[config.mk]
export PLATFORM = sky130hd
export DESIGN_NAME = mem_region_reader
export DESIGN_NICKNAME = d
export VERILOG_FILES = /design/src/rtl/mem_pkg.sv /design/src/rtl/sync_fifo.sv /design/src/rtl/mem_region_reader.sv
export SDC_FILE = /design/constraint.sdc
export NUM_CORES = 1
export LEC_CHECK = 0
export ABC_AREA = 1
export CORE_UTILIZATION = 56
export CTS_BUF_LIST = sky130_fd_sc_hd__clkbuf_8
export CTS_CLUSTER_DIAMETER = 50
export DETAILED_ROUTE_END_ITERATION = 10
export PLACE_DENSITY = 0.92
export SYNTH_ARGS = -nofsm -noshare
export SYNTH_HDL_FRONTEND = slang
export SYNTH_HIERARCHICAL = 1
export SYNTH_SLANG_ARGS = --single-unit
[constraint.sdc]
create_clock -name clock -period 4.9 [get_ports clock]
set_input_delay 0.49 -clock clock [delete_from_list [all_inputs] [get_ports clock]]
set_output_delay 0.49 -clock clock [all_outputs]
set_load 0.1 [all_outputs]
[src/rtl/mem_pkg.sv]
// Shared types for mem_handle clients: address/data widths, handle bundle and reader FSM states.
package mem_pkg;

  localparam int ADDR_SIZE = 23;
  localparam int DATA_SIZE = 32;

  typedef struct packed {
    logic [ADDR_SIZE-1:0] region_begin;
    logic [ADDR_SIZE-1:0] region_end;
    logic [ADDR_SIZE-1:0] ptr;
    logic                 r_en;
    logic                 w_en;
    logic                 read_through;
    logic                 write_through;
  } mem_handle_t;

  typedef enum logic [2:0] {
    ST_IDLE,
    ST_CHECK,
    ST_ISSUE,
    ST_WAIT_DONE,
    ST_DRAIN,
    ST_FINISH
  } reader_state_t;

endpackage

[src/rtl/sync_fifo.sv]
// Single-clock FIFO with combinational head; a push while full is accepted only if a pop frees a slot.
module sync_fifo #(
  parameter int WIDTH = 32,
  parameter int DEPTH = 4
) (
  input  logic                   clock,
  input  logic                   reset,
  input  logic                   push,
  input  logic [WIDTH-1:0]       push_data,
  input  logic                   pop,
  output logic [WIDTH-1:0]       head,
  output logic [$clog2(DEPTH):0] count,
  output logic                   empty,
  output logic                   full
);

  localparam int AW = $clog2(DEPTH);
  localparam int CW = AW + 1;

  logic [WIDTH-1:0] mem [DEPTH];
  logic [AW-1:0]    wr_ptr_reg;
  logic [AW-1:0]    rd_ptr_reg;
  logic [CW-1:0]    count_reg;
  logic             do_push;
  logic             do_pop;

  assign empty   = (count_reg == '0);
  assign full    = (count_reg == CW'(DEPTH));
  assign do_pop  = pop && !empty;
  assign do_push = push && (!full || do_pop);
  assign head    = mem[rd_ptr_reg];
  assign count   = count_reg;

  always_ff @(posedge clock) begin
    if (do_push) begin
      mem[wr_ptr_reg] <= push_data;
    end
  end

  // Pointers wrap naturally because DEPTH is a power of two.
  always_ff @(posedge clock) begin
    if (reset) begin
      wr_ptr_reg <= '0;
      rd_ptr_reg <= '0;
      count_reg  <= '0;
    end else begin
      if (do_push) wr_ptr_reg <= wr_ptr_reg + AW'(1);
      if (do_pop)  rd_ptr_reg <= rd_ptr_reg + AW'(1);
      case ({do_push, do_pop})
        2'b10:   count_reg <= count_reg + CW'(1);
        2'b01:   count_reg <= count_reg - CW'(1);
        default: count_reg <= count_reg;
      endcase
    end
  end

endmodule

[src/rtl/mem_region_reader.sv]
// Reads words begin..end (inclusive) through a mem_handle, one request in flight, into a prefetch FIFO.
module mem_region_reader
  import mem_pkg::*;
#(
  parameter int FIFO_DEPTH   = 4,
  parameter bit READ_THROUGH = 1'b0
) (
  input  logic                 clock,
  input  logic                 reset,
  input  logic                 start,
  input  logic [ADDR_SIZE-1:0] cfg_begin,
  input  logic [ADDR_SIZE-1:0] cfg_end,
  output logic                 busy,
  output logic                 finished,
  output logic                 err,
  output logic [ADDR_SIZE-1:0] mh_region_begin,
  output logic [ADDR_SIZE-1:0] mh_region_end,
  output logic [ADDR_SIZE-1:0] mh_ptr,
  output logic                 mh_r_en,
  output logic                 mh_w_en,
  output logic                 mh_read_through,
  output logic                 mh_write_through,
  input  logic                 mh_avail,
  input  logic                 mh_done,
  input  logic [DATA_SIZE-1:0] mh_data,
  output logic [DATA_SIZE-1:0] out_data,
  output logic                 out_valid,
  input  logic                 out_ready
);

  localparam int CW = $clog2(FIFO_DEPTH) + 1;

  reader_state_t        state_reg, state_next;
  logic [ADDR_SIZE-1:0] begin_reg, end_reg, ptr_reg;
  logic                 err_reg;
  logic                 done_gap_reg;
  logic                 r_en, push, pop, credit;
  logic                 fifo_empty, fifo_full;
  logic [CW-1:0]        fifo_count;
  mem_handle_t          mh;

  // Credit uses the registered count only, so a pop in the same cycle never enables an extra read.
  assign credit = !fifo_full;
  assign pop    = out_valid && out_ready;

  always_comb begin
    state_next = state_reg;
    r_en       = 1'b0;
    push       = 1'b0;
    case (state_reg)
      ST_IDLE:  if (start) state_next = ST_CHECK;
      ST_CHECK: state_next = (end_reg < begin_reg) ? ST_FINISH : ST_ISSUE;
      // done_gap_reg forces r_en low for one cycle after every completed read.
      ST_ISSUE: begin
        if (mh_avail && credit && !done_gap_reg) begin
          r_en       = 1'b1;
          state_next = ST_WAIT_DONE;
        end
      end
      ST_WAIT_DONE: begin
        r_en = 1'b1;
        if (mh_done) begin
          push       = 1'b1;
          state_next = (ptr_reg == end_reg) ? ST_DRAIN : ST_ISSUE;
        end
      end
      ST_DRAIN:  if (fifo_count == '0) state_next = ST_FINISH;
      ST_FINISH: state_next = ST_IDLE;
      default:   state_next = ST_IDLE;
    endcase
  end

  always_ff @(posedge clock) begin
    if (reset) begin
      state_reg    <= ST_IDLE;
      begin_reg    <= '0;
      end_reg      <= '0;
      ptr_reg      <= '0;
      err_reg      <= 1'b0;
      done_gap_reg <= 1'b0;
    end else begin
      state_reg    <= state_next;
      done_gap_reg <= push;
      if (state_reg == ST_IDLE && start) begin
        begin_reg <= cfg_begin;
        end_reg   <= cfg_end;
        err_reg   <= 1'b0;
      end
      if (state_reg == ST_CHECK) begin
        if (end_reg < begin_reg) err_reg <= 1'b1;
        else                     ptr_reg <= begin_reg;
      end
      // Compare against end before incrementing so the top address never wraps.
      if (push && ptr_reg != end_reg) begin
        ptr_reg <= ptr_reg + ADDR_SIZE'(1);
      end
    end
  end

  sync_fifo #(
    .WIDTH(DATA_SIZE),
    .DEPTH(FIFO_DEPTH)
  ) u_fifo (
    .clock    (clock),
    .reset    (reset),
    .push     (push),
    .push_data(mh_data),
    .pop      (pop),
    .head     (out_data),
    .count    (fifo_count),
    .empty    (fifo_empty),
    .full     (fifo_full)
  );

  assign mh = '{region_begin:  begin_reg,
                region_end:    end_reg,
                ptr:           ptr_reg,
                r_en:          r_en,
                w_en:          1'b0,
                read_through:  READ_THROUGH,
                write_through: 1'b0};

  assign mh_region_begin  = mh.region_begin;
  assign mh_region_end    = mh.region_end;
  assign mh_ptr           = mh.ptr;
  assign mh_r_en          = mh.r_en;
  assign mh_w_en          = mh.w_en;
  assign mh_read_through  = mh.read_through;
  assign mh_write_through = mh.write_through;

  assign busy      = (state_reg != ST_IDLE);
  assign finished  = (state_reg == ST_FINISH);
  assign err       = err_reg;
  assign out_valid = !fifo_empty;

endmodule

Word level (Yosys, flattened, before mapping)

Memories as Yosys holds them, arrays and structs flattened. A register that Yosys moved wholly into a read port is not among the register bits.
Cells that the tools add are included.

$add $sub $neg: 5
Multiply operators: 0
Divide/modulo/power cells: 0
Magnitude comparators: 1
Equal/unequal tests: 15
Shifts and indexed selects: 0
Muxes and demuxes: 22
Bitwise logic cells: 0
Reductions and logical operators: 18

Operator list:

| operator                                                                | count |
|---|---|
| 23-bit 2-to-1 mux                                                       | 3 |
| 23-bit by 1-bit adder with 23-bit output, second input constant         | 1 |
| 23-bit == test                                                          | 1 |
| 23-bit < comparator                                                     | 1 |
| 23-bit inequality test                                                  | 1 |
| 3-bit 2-to-1 mux                                                        | 6 |
| 3-bit case mux with 5 select lines                                      | 1 |
| 3-bit == test, second input constant                                    | 3 |
| 1-bit 2-to-1 mux                                                        | 8 |
| 1-bit logical AND                                                       | 7 |
| 3-bit by 2-bit == test with 1-bit output, second input constant         | 2 |
| 3-bit logical NOT                                                       | 2 |
| 2-bit inequality test, second input constant                            | 3 |
| 3-bit case mux with 2 select lines                                      | 1 |
| 2-bit by 1-bit adder with 2-bit output, second input constant           | 2 |
| 2-bit 2-to-1 mux                                                        | 2 |
| 2-bit by 1-bit inequality test with 1-bit output, second input constant | 2 |
| 4-bit AND reduction                                                     | 1 |
| 2-bit nonzero test                                                      | 2 |
| 3-bit by 1-bit adder with 3-bit output, second input constant           | 1 |
| 3-bit by 1-bit == test with 1-bit output, second input constant         | 1 |
| 1-bit logical NOT                                                       | 3 |
| 3-bit nonzero test                                                      | 1 |
| 3-bit by 1-bit subtractor with 3-bit output, second input constant      | 1 |
| other kinds (5)                                                         | 5 |

Flip-flop bits (word level): 81
Bits in latches: 0
Memory bits (writable): 128
Memory bits (read-only): 0
Input bits: 84
Output and inout port bits: 109
Logic and storage cells: 71
Memories: 1

Memories:

| name       | depth | width | read ports | clocked after Yosys merged registers in | write ports | RTL line        | RTL |
|---|---|---|---|---|---|---|---|
| u_fifo.mem | 4     | 32    | 1          | 1                                       | 1           | sync_fifo.sv:20 | `logic [WIDTH-1:0] mem [DEPTH];` |

Depth between registers and ports, before layout

Gate-level depths: netlist (run 1).

Depth in word-level cells: 8
Depth in mapped cells: 16
Mapped depth without buffers: 16

By module

The synthesis (run 1) kept the hierarchy.

Modules (own cells, without submodules):

| module            | times used | cells each | area an instance (µm²) | sequential area each (µm²) |
|---|---|---|---|---|
| sync_fifo         | 1          | 383        | 5278.8                 | 4023.9 |
| mem_region_reader | 1          | 730        | 4600.7                 | 1481.4 |

Worst setup path after synthesis (run 1)

OpenSTA, ideal clock, no wires.

Path type: input port to output port
Start point: in mh_avail
End point: out mh_r_en
Arrival time: 3.052 ns
Required time: 4.410 ns
Slack: 1.358 ns
Cell stages on the path: 2
Buffers on the path: 0
Path through: or3b_2 -> o21ai_0

Longest elaborated chain between the ends: 4

Ends and longest elaborated chain:

| element                            | RTL line                | RTL |
|---|---|---|
| start, declared                    | mem_region_reader.sv:23 | `input logic mh_avail,` |
| 1-bit logical AND (2 in a row)     | mem_region_reader.sv:55 | `if (mh_avail && credit && !done_gap_reg) begin` |
| 1-bit 2-to-1 mux                   | mem_region_reader.sv:55 |  |
| 1-bit case mux with 2 select lines | mem_region_reader.sv:50 | `case (state_reg)` |
| end, declared                      | mem_region_reader.sv:19 | `output logic mh_r_en,` |

Every way passes these cells.

==> out/metrics.yaml, run 1 <==
outcome: "complete, no violations"
yosys.area.top_type: "edfxtp_1"
powerDensity_mw_per_mm2: 553
synthAdderAreaFrac_pct: 3.75
synthSimpleGateAreaFrac_pct: 18.8
p_leak_nw: 4.76
grt_max_degree: 65
drc: 0
postCtsSetupRepairBufs: 0
finalCriticalPeriod_ns: 3.84
clk_latency_ns: 0.53
insertedDiodeCount: 0
ys_top_cells_by_area: "edfxtp_1 39%, dfxtp_1 17%, nand2_1 9.1%, nor2_1 4.9%, o21ai_0 4.6%"
grt_pass1_vias: 8337
worst_slew_pin_slew_ns: 1.08
gr-total-overflow: 0
vias: 8601
largest_register: "u_fifo/mem"
clock_skew_ns: 0.0205
arrival_ns: 3.35
gp_congestion: 0.931
synth_top_area_share_pct: 38.9
grt_pass1_wl_um: 41700
syn_area_mm2: 0.00988
setup-tns-final_ns: 0
max-vdd-ir-drop_uv: 487
synth_mux_area_share_pct: 0
final_cell_mix: "240 x nand2_1, 189 x clkdlybuf4s50_1, 128 x edfxtp_1, 125 x nor2_1, 108 x inv_1"
cts-resized-gates: 0
track_usage_pct: 29.5
yosysSeqAreaShare_pct: 55.7
drive_gt1_share_pct: 6.22
period_share_pct: 78.5
wl_um: 26700
synthArstFlopShare_pct: 0
setup_viol: 0
finalHoldViolCount: 0
dpl.hpwl_um: 17600
tritoncts: "built"
core_mm2: 0.0172
synth-xor-area-share_pct: 1.42
avgSynthCellArea_um2: 8.88
synth_warnings: 6
max_freq_mhz: 260
cts.htree.levels: 2
dr.pass1.iters: 5
cts.sinks: 211
drv_slew: 0
dieArea_mm2: 0.0182
rows: 48
area_growth_pct: 26.6
synth_seq_cells: 211
synth_edf_count: 128
die_w_um: 135
synth_compound_area_share_pct: 12.6
synth_cell_types: 32
vias_per_cell: 5.57
cts_root_buf: "clkbuf_8"
stdcell_count: 1544
crit_fanout: 34
antenna_found_initial: 0
nets: 1410
critPathLaunchType: "register"
die_y_um: 135
path_class: "reg2out"
synthCells: 1113
drtAntennaViolNets: 0
end_kind: "primary output"
numCtsBuffers: 35
wire_per_inst_um: 17.3
synth_top_family_by_area: "simple AND/OR/NAND/NOR gates"
fillerInstances: 1186
final_common_cell: "nand2_1"
drt_iter0_drc: 812
largest_reg_flops: 128
ys.flop_type: "edfxtp_1"
ios: 193
port_buffers: 189
initial_core_util_pct: 57.3
dp.cells: 1485
rsz0062_at_grt: "false"
cts-hold-fix-buffers: 0
cts_buffer_depth: 3
hp-class: "reg2reg"
slew_headroom_pct: 27.8
clkTransAtPathRegs_ns: 0.06
maxCapViolations: 0
required_ns: 4.41
==> power by group <==
part	internal, mW	switching (mW)	total (mW)
Combinational	0.770	2.37	3.14
Clock	0.768	0.682	1.45
Sequential	2.08	0.238	2.32
==> cell usage after synthesis (2+ instances only) <==
| cell type | n |
|---|---|
| nor2_2 | 3 |
| nand4_1 | 4 |
| o21ai_1 | 29 |
| nand3_1 | 67 |
| nor3_1 | 6 |
| xor2_1 | 15 |
| inv_1 | 93 |
| nor2_4 | 2 |
| inv_2 | 14 |
| nor2_1 | 129 |
| buf_2 | 11 |
| edfxtp_1 | 128 |
| o21ai_0 | 90 |
| a21oi_1 | 84 |
| dfxtp_1 | 83 |
| buf_4 | 7 |
| clkbuf_1 | 23 |
| a21o_1 | 2 |
| o22ai_1 | 32 |
| ha_1 | 28 |
| buf_6 | 13 |
| nand2_1 | 240 |
==> cells by family after synthesis <==
logic type,count (synthesis)
simple gates,455
compound gates,239
flops,211
buf+inv,162
fa+ha+maj,29
xor+xnor,16
other cells,1
==> final timing paths <==
kind,start,end,slack (ns),cells past startpoint
worst max-delay path,register,out_data[15],1.06,4
worst min-delay path,err,err,0.47,2
worst max register to register,mh_region_begin[2],mh_ptr[0],1.66,12
worst min register to register,err,err,0.47,2
==> routing by layer <==
layer	track usage [%]	vias up	routed length [µm]
li1	-	4105	-
met1	36.1	3970	10200
met2	49.5	451	12900
met3	6.61	75	2620
met4	14.0	0	963
met5	0	-	0
==> stage by stage <==
stage	hold slack, ns	worst slack, ns	cell area (µm²)	utilization [%]	total power [mW]
final	0.469	1.06	12500	72.6	6.91
after floorplan	0.459	1.36	9890	-	4.67
after CTS	0.469	1.10	12500	72.6	6.92
after global routing	0.502	0.949	12500	72.6	7.24
after detailed placement	0.459	1.63	11900	68.8	5.45
after global placement	0.454	1.69	11900	68.8	5.41
==> layout make-up <==
cell class                      count  area [µm²]  share of cell area, %
Multi-Input combinational cell    742        3640                   29.1
Timing Repair Buffer              199        2020                   16.1
Inverter                          108         413                   3.30
Clock inverter                     21         126                   1.01
Tap cell                          225         282                   2.25
Sequential cell                   211        5510                   44.0
Clock buffer                       38         523                   4.18
==> critical path, stage by stage (launching register included) <==
cell,delay (ns)
dfxtp_2,0.74
buf_4,0.45
o21ai_0,0.22
o22ai_1,0.24
clkdlybuf4s50_1,1.16
Power figures use the tool's default switching activity.
==> inputs of run 2 (changes only) <==
--- a/config.mk
+++ b/config.mk
@@ -6,11 +6,11 @@
 export NUM_CORES = 1
 export LEC_CHECK = 0
 export ABC_AREA = 1
-export CORE_UTILIZATION = 56
+export CORE_UTILIZATION = 54
 export CTS_BUF_LIST = sky130_fd_sc_hd__clkbuf_8
 export CTS_CLUSTER_DIAMETER = 50
 export DETAILED_ROUTE_END_ITERATION = 10
-export PLACE_DENSITY = 0.92
+export PLACE_DENSITY = 0.9
 export SYNTH_ARGS = -nofsm -noshare
 export SYNTH_HDL_FRONTEND = slang
 export SYNTH_HIERARCHICAL = 1
==> constraint.sdc (replaced) <==
create_clock -name clock -period 3.8 [get_ports clock]
set_input_delay 0.38 -clock clock [delete_from_list [all_inputs] [get_ports clock]]
set_output_delay 0.38 -clock clock [all_outputs]
set_load 0.1 [all_outputs]
==> run 2 against run 1 <==
Routed wire length decreased by 1.8%; power is 29% higher; setup slack lost 0.18 ns; die area increased by 3.7%; core utilization down 3.3 points; combinational power rose by 28%; sequential share of layout area rose by 0.21 points; critical endpoint is now out_data[14]; critical path depth did not move; largest power group unchanged.
==> out/metrics.yaml, run 2 (synthesis gave the netlist of run 1 again) <==
outcome: "complete, no violations"
hp-class: "in2reg"
track_usage_pct: 27.5
max_freq_mhz: 342
end_kind: "primary output"
max-vdd-ir-drop_uv: 590
core_mm2: 0.0180
finalHoldViolCount: 0
slew_headroom_pct: 14.7
finalCriticalPeriod_ns: 2.92
final_util_pct: 69.3
wl_um: 26200
tritoncts: "built"
dr.pass1.iters: 5
setup-tns-final_ns: 0
wire_per_inst_um: 16.9
crit_top_cell: "buf_4"
numCtsBuffers: 36
grt_pass1_wl_um: 40100
final_cell_mix: "240 x nand2_1, 156 x clkdlybuf4s50_1, 128 x edfxtp_1, 125 x nor2_1, 100 x inv_1"
drtAntennaViolNets: 0
gp_congestion: 0.932
dpl-instance-area_mm2: 0.0118
ios: 193
path_class: "reg2out"
nets: 1412
cpMaxStageDelayCell: "dfxtp_2"
required_ns: 3.42
crit_path_cell_trace: "buf_4 -> o21ai_0 -> o22ai_1 -> buf_4"
setup_viol: 0
critical_path.max_stage_delay_ns: 0.85
grt_max_degree: 94
cts_buffer_depth: 3
port_buffers: 189
drt_iter0_drc: 703
drive_gt1_share_pct: 9.21
vias: 8646
powerDensity_mw_per_mm2: 717
crit_fanout: 40
clock_skew_ns: 0.0309
postCtsSetupRepairBufs: 0
final_cell_area_mm2: 0.0125
dpl.hpwl_um: 17100
rows: 49
maxCapViolations: 0
drv_slew: 0
rsz0062_at_grt: "false"
cts_root_buf: "clkbuf_8"
final_common_cell: "nand2_1"
area_growth_pct: 26.0
cts.htree.levels: 2
largest_reg_flops: 128
initial_core_util_pct: 55.0
largest_register: "u_fifo/mem"
timing.hold.ws_ns: 0.482
drc: 0
fillerInstances: 1298
worst_slew_pin_slew_ns: 1.28
die_w_um: 137
clkTransAtPathRegs_ns: 0.05
stdcell_count: 1555
die_y_um: 137
vias_per_cell: 5.56
cts-resized-gates: 0
grt_pass1_vias: 8193
antenna_found_initial: 0
dieArea_mm2: 0.0188
p_leak_nw: 4.78
period_share_pct: 77.0
cts-hold-fix-buffers: 0
critPathLaunchType: "register"
arrival_ns: 2.54
clk_latency_ns: 0.53
cts.sinks: 211
dp.cells: 1490
gr-total-overflow: 0
[run 2: area by class of cell]
type	count	area (µm²)	area share [%]
Timing Repair Buffer	200	1900	15.3
Inverter	108	413	3.32
Clock inverter	23	110	0.884
Sequential cell	211	5510	44.2
Tap cell	229	287	2.30
Multi-Input combinational cell	742	3660	29.4
Antenna cell	1	2.50	0.0201
Clock buffer	41	564	4.53
[run 2: critical path: cells and delay by family (launching register included)]
family / cells / cell delay (ns)
buf+inv: 2 / 0.75
flops: 1 / 0.85
compound gates: 2 / 0.42
[run 2: final timing paths]
path / startpoint / depth (start not counted) / endpoint / slack, ns
min reg2reg: mh_region_begin[20] / 2 / mh_region_begin[20] / 0.50
min: mh_data[19] / 1 / u_fifo/mem[2][19] / 0.48
max reg2reg: mh_ptr[0] / 11 / mh_ptr[0] / 1.17
max: register / 4 / out_data[14] / 0.88
[run 2: stage by stage]
step	total power, mW	setup WS, ns
floorplan	6.03	0.402
global placement	6.96	1.09
detailed placement	7.02	1.04
CTS	8.93	0.875
global route	9.33	0.754
finish	8.93	0.876
[run 2: power by group]
part / switching, mW / internal [mW]
Clock: 0.902 / 0.996
Combinational: 3.03 / 0.994
Sequential: 0.315 / 2.69
[run 2: routing by layer]
metal	share of wire, %	global-route usage (%)	vias up	wire length, µm
li1	-	-	4109	-
met1	39	34.1	4008	10300
met2	49	46.2	468	12900
met3	8.7	5.37	61	2270
met4	2.8	12.9	0	746
met5	0	0	-	0
==> inputs of run 3 (changes only) <==
--- a/config.mk
+++ b/config.mk
@@ -6,11 +6,11 @@
 export NUM_CORES = 1
 export LEC_CHECK = 0
 export ABC_AREA = 1
-export CORE_UTILIZATION = 54
+export CORE_UTILIZATION = 49
 export CTS_BUF_LIST = sky130_fd_sc_hd__clkbuf_8
 export CTS_CLUSTER_DIAMETER = 50
 export DETAILED_ROUTE_END_ITERATION = 10
-export PLACE_DENSITY = 0.9
+export PLACE_DENSITY = 0.86
 export SYNTH_ARGS = -nofsm -noshare
 export SYNTH_HDL_FRONTEND = slang
 export SYNTH_HIERARCHICAL = 1
==> constraint.sdc (replaced) <==
create_clock -name clock -period 2.5 [get_ports clock]
set_input_delay 0.25 -clock clock [delete_from_list [all_inputs] [get_ports clock]]
set_output_delay 0.25 -clock clock [all_outputs]
set_load 0.1 [all_outputs]
==> run 3 against run 2 <==
Power rose by 52%; sequential power grew 52%; non-clock buffer count up 11; core utilization down 3.7 points; routed wire length fell by 3.0%; final cell count rose by 2.7%; sequential cell count did not move; worst hold slack lost 0.13 ns; clock skew decreased by 0.0072 ns; clock power is 47% higher; setup slack lost 0.69 ns; critical path depth stayed put; highest routed layer unchanged; critical endpoint is now out_data[31].
==> out/metrics.yaml, run 3 (synthesis gave the netlist of run 1 again) <==
outcome: "complete, no violations"
powerDensity_mw_per_mm2: 1050
clock_skew_ns: 0.0237
grt_pass1_vias: 8140
drt_iter0_drc: 568
gp_congestion: 0.949
nets: 1422
tritoncts: "built"
cts_buffer_depth: 3
grt_max_degree: 84
drtAntennaViolNets: 0
initial_core_util_pct: 50.4
stdcell_count: 1597
final_common_cell: "nand2_1"
dpl.hpwl_um: 17400
grt.met1_usage_pct: 29.8
vias: 8529
drive_gt1_share_pct: 16.5
port_buffers: 189
crit_path_cell_trace: "inv_8 -> o21ai_0 -> o22ai_1 -> buf_12"
largest_reg_flops: 128
drc: 0
cts.sinks: 211
dpl-instance-area_mm2: 0.0122
numCtsBuffers: 35
required_ns: 2.25
setup-tns-final_ns: 0
maxCapViolations: 0
drv_slew: 0
ios: 193
max-vdd-ir-drop_uv: 965
cts.htree.levels: 2
final_cell_area_mm2: 0.0128
timing.hold.ws_ns: 0.355
grt_pass1_wl_um: 39800
die_w_um: 144
area_growth_pct: 30.1
max_freq_mhz: 432
crit_fanout: 64
track_usage_pct: 24.8
hold_path_depth: 1
end_kind: "primary output"
final_cell_mix: "240 x nand2_1, 128 x edfxtp_1, 125 x nor2_1, 105 x inv_1, 90 x buf_4"
cpMaxStageDelayCell: "dfxtp_4"
p_leak_nw: 5.13
clk_latency_ns: 0.52
r2r_cells: 16
rsz0062_at_grt: "false"
cts_root_buf: "clkbuf_8"
finalCriticalPeriod_ns: 2.32
largest_register: "u_fifo/mem"
hp-class: "in2reg"
grt_use_met3_pct: 5.43
critical_path.max_stage_delay_ns: 0.47
core_mm2: 0.0196
clkTransAtPathRegs_ns: 0.06
slew_headroom_pct: 62.9
wl_um: 25400
dieArea_mm2: 0.0207
rows: 51
met2_usage_pct: 42.4
postCtsSetupRepairBufs: 0
arrival_ns: 2.07
worst_slew_pin_slew_ns: 0.555
die_y_um: 144
setup_viol: 0
wire_per_inst_um: 15.9
dr.pass1.iters: 5
period_share_pct: 92.6
pre_cts_slack_ns: 0.283
critPathLaunchType: "register"
path_class: "reg2out"
gr-total-overflow: 0
finalHoldViolCount: 0
busiest_layer: "met2"
antenna_found_initial: 1
vias_per_cell: 5.34
dp.cells: 1537
fin_ws_ns: 0.185
-- run 3: cell count changes in the layout (fill, tap and decap cells not counted), sizes merged --
cell / previous run / this run
inv: 117 / 121
clkinvlp: 2 / 1
clkdlybuf4s50: 156 / 83
clkbuf: 41 / 37
bufinv: 0 / 1
clkinv: 12 / 7
buf: 44 / 128
-- run 3: critical path, delay by kind of cell (launching register included) --
family,cells,cell delay [ns]
flops,1,0.47
compound gates,2,0.47
buf+inv,2,0.56
-- run 3: stage by stage --
step	power (mW)	util (%)
6_report	13.5	65.6
5_1_grt	14.2	65.6
4_1_cts	13.6	65.5
3_5_place_dp	10.8	62.3
3_3_place_gp	10.7	62.3
2_1_floorplan	9.19	-
-- run 3: layer usage --
metal	up-vias	part of all wire, %	wire (µm)
li1	4126	-	-
met1	3932	39	10000
met2	402	48	12200
met3	69	9.1	2320
met4	0	3.4	877
met5	-	0	0
-- run 3: path summary, 6_finish.rpt --
| path | startpoint | endpoint | slack (ns) |
|---|---|---|---|
| setup reg to reg | u_fifo/count[1] | u_fifo/count[2] | 0.29 |
| setup / recovery | register | out_data[31] | 0.18 |
| hold / removal | mh_data[31] | u_fifo/mem[0][31] | 0.36 |
| hold reg to reg | err | err | 0.48 |
-- run 3: layout make-up --
| type | count | area [µm²] |
|---|---|---|
| Fill cell | 1524 | 6740 |
| Sequential cell | 211 | 5530 |
| Multi-Input combinational cell | 742 | 3670 |
| Timing Repair Buffer | 211 | 2270 |
| Clock buffer | 37 | 509 |
| Inverter | 108 | 413 |
| Tap cell | 265 | 332 |
| Clock inverter | 22 | 120 |
| Antenna cell | 1 | 2.50 |
-- run 3: repair_timing --
action,4_1_cts,5_1_grt
resized for setup,1,1
hold buffers,0,0
setup endpoints to repair,14,1
-- run 3: power breakdown --
group          total, mW  internal, mW  switching, mW
clock               2.79          1.47           1.33
combinational       6.19          1.52           4.67
sequential          4.56          4.11          0.451
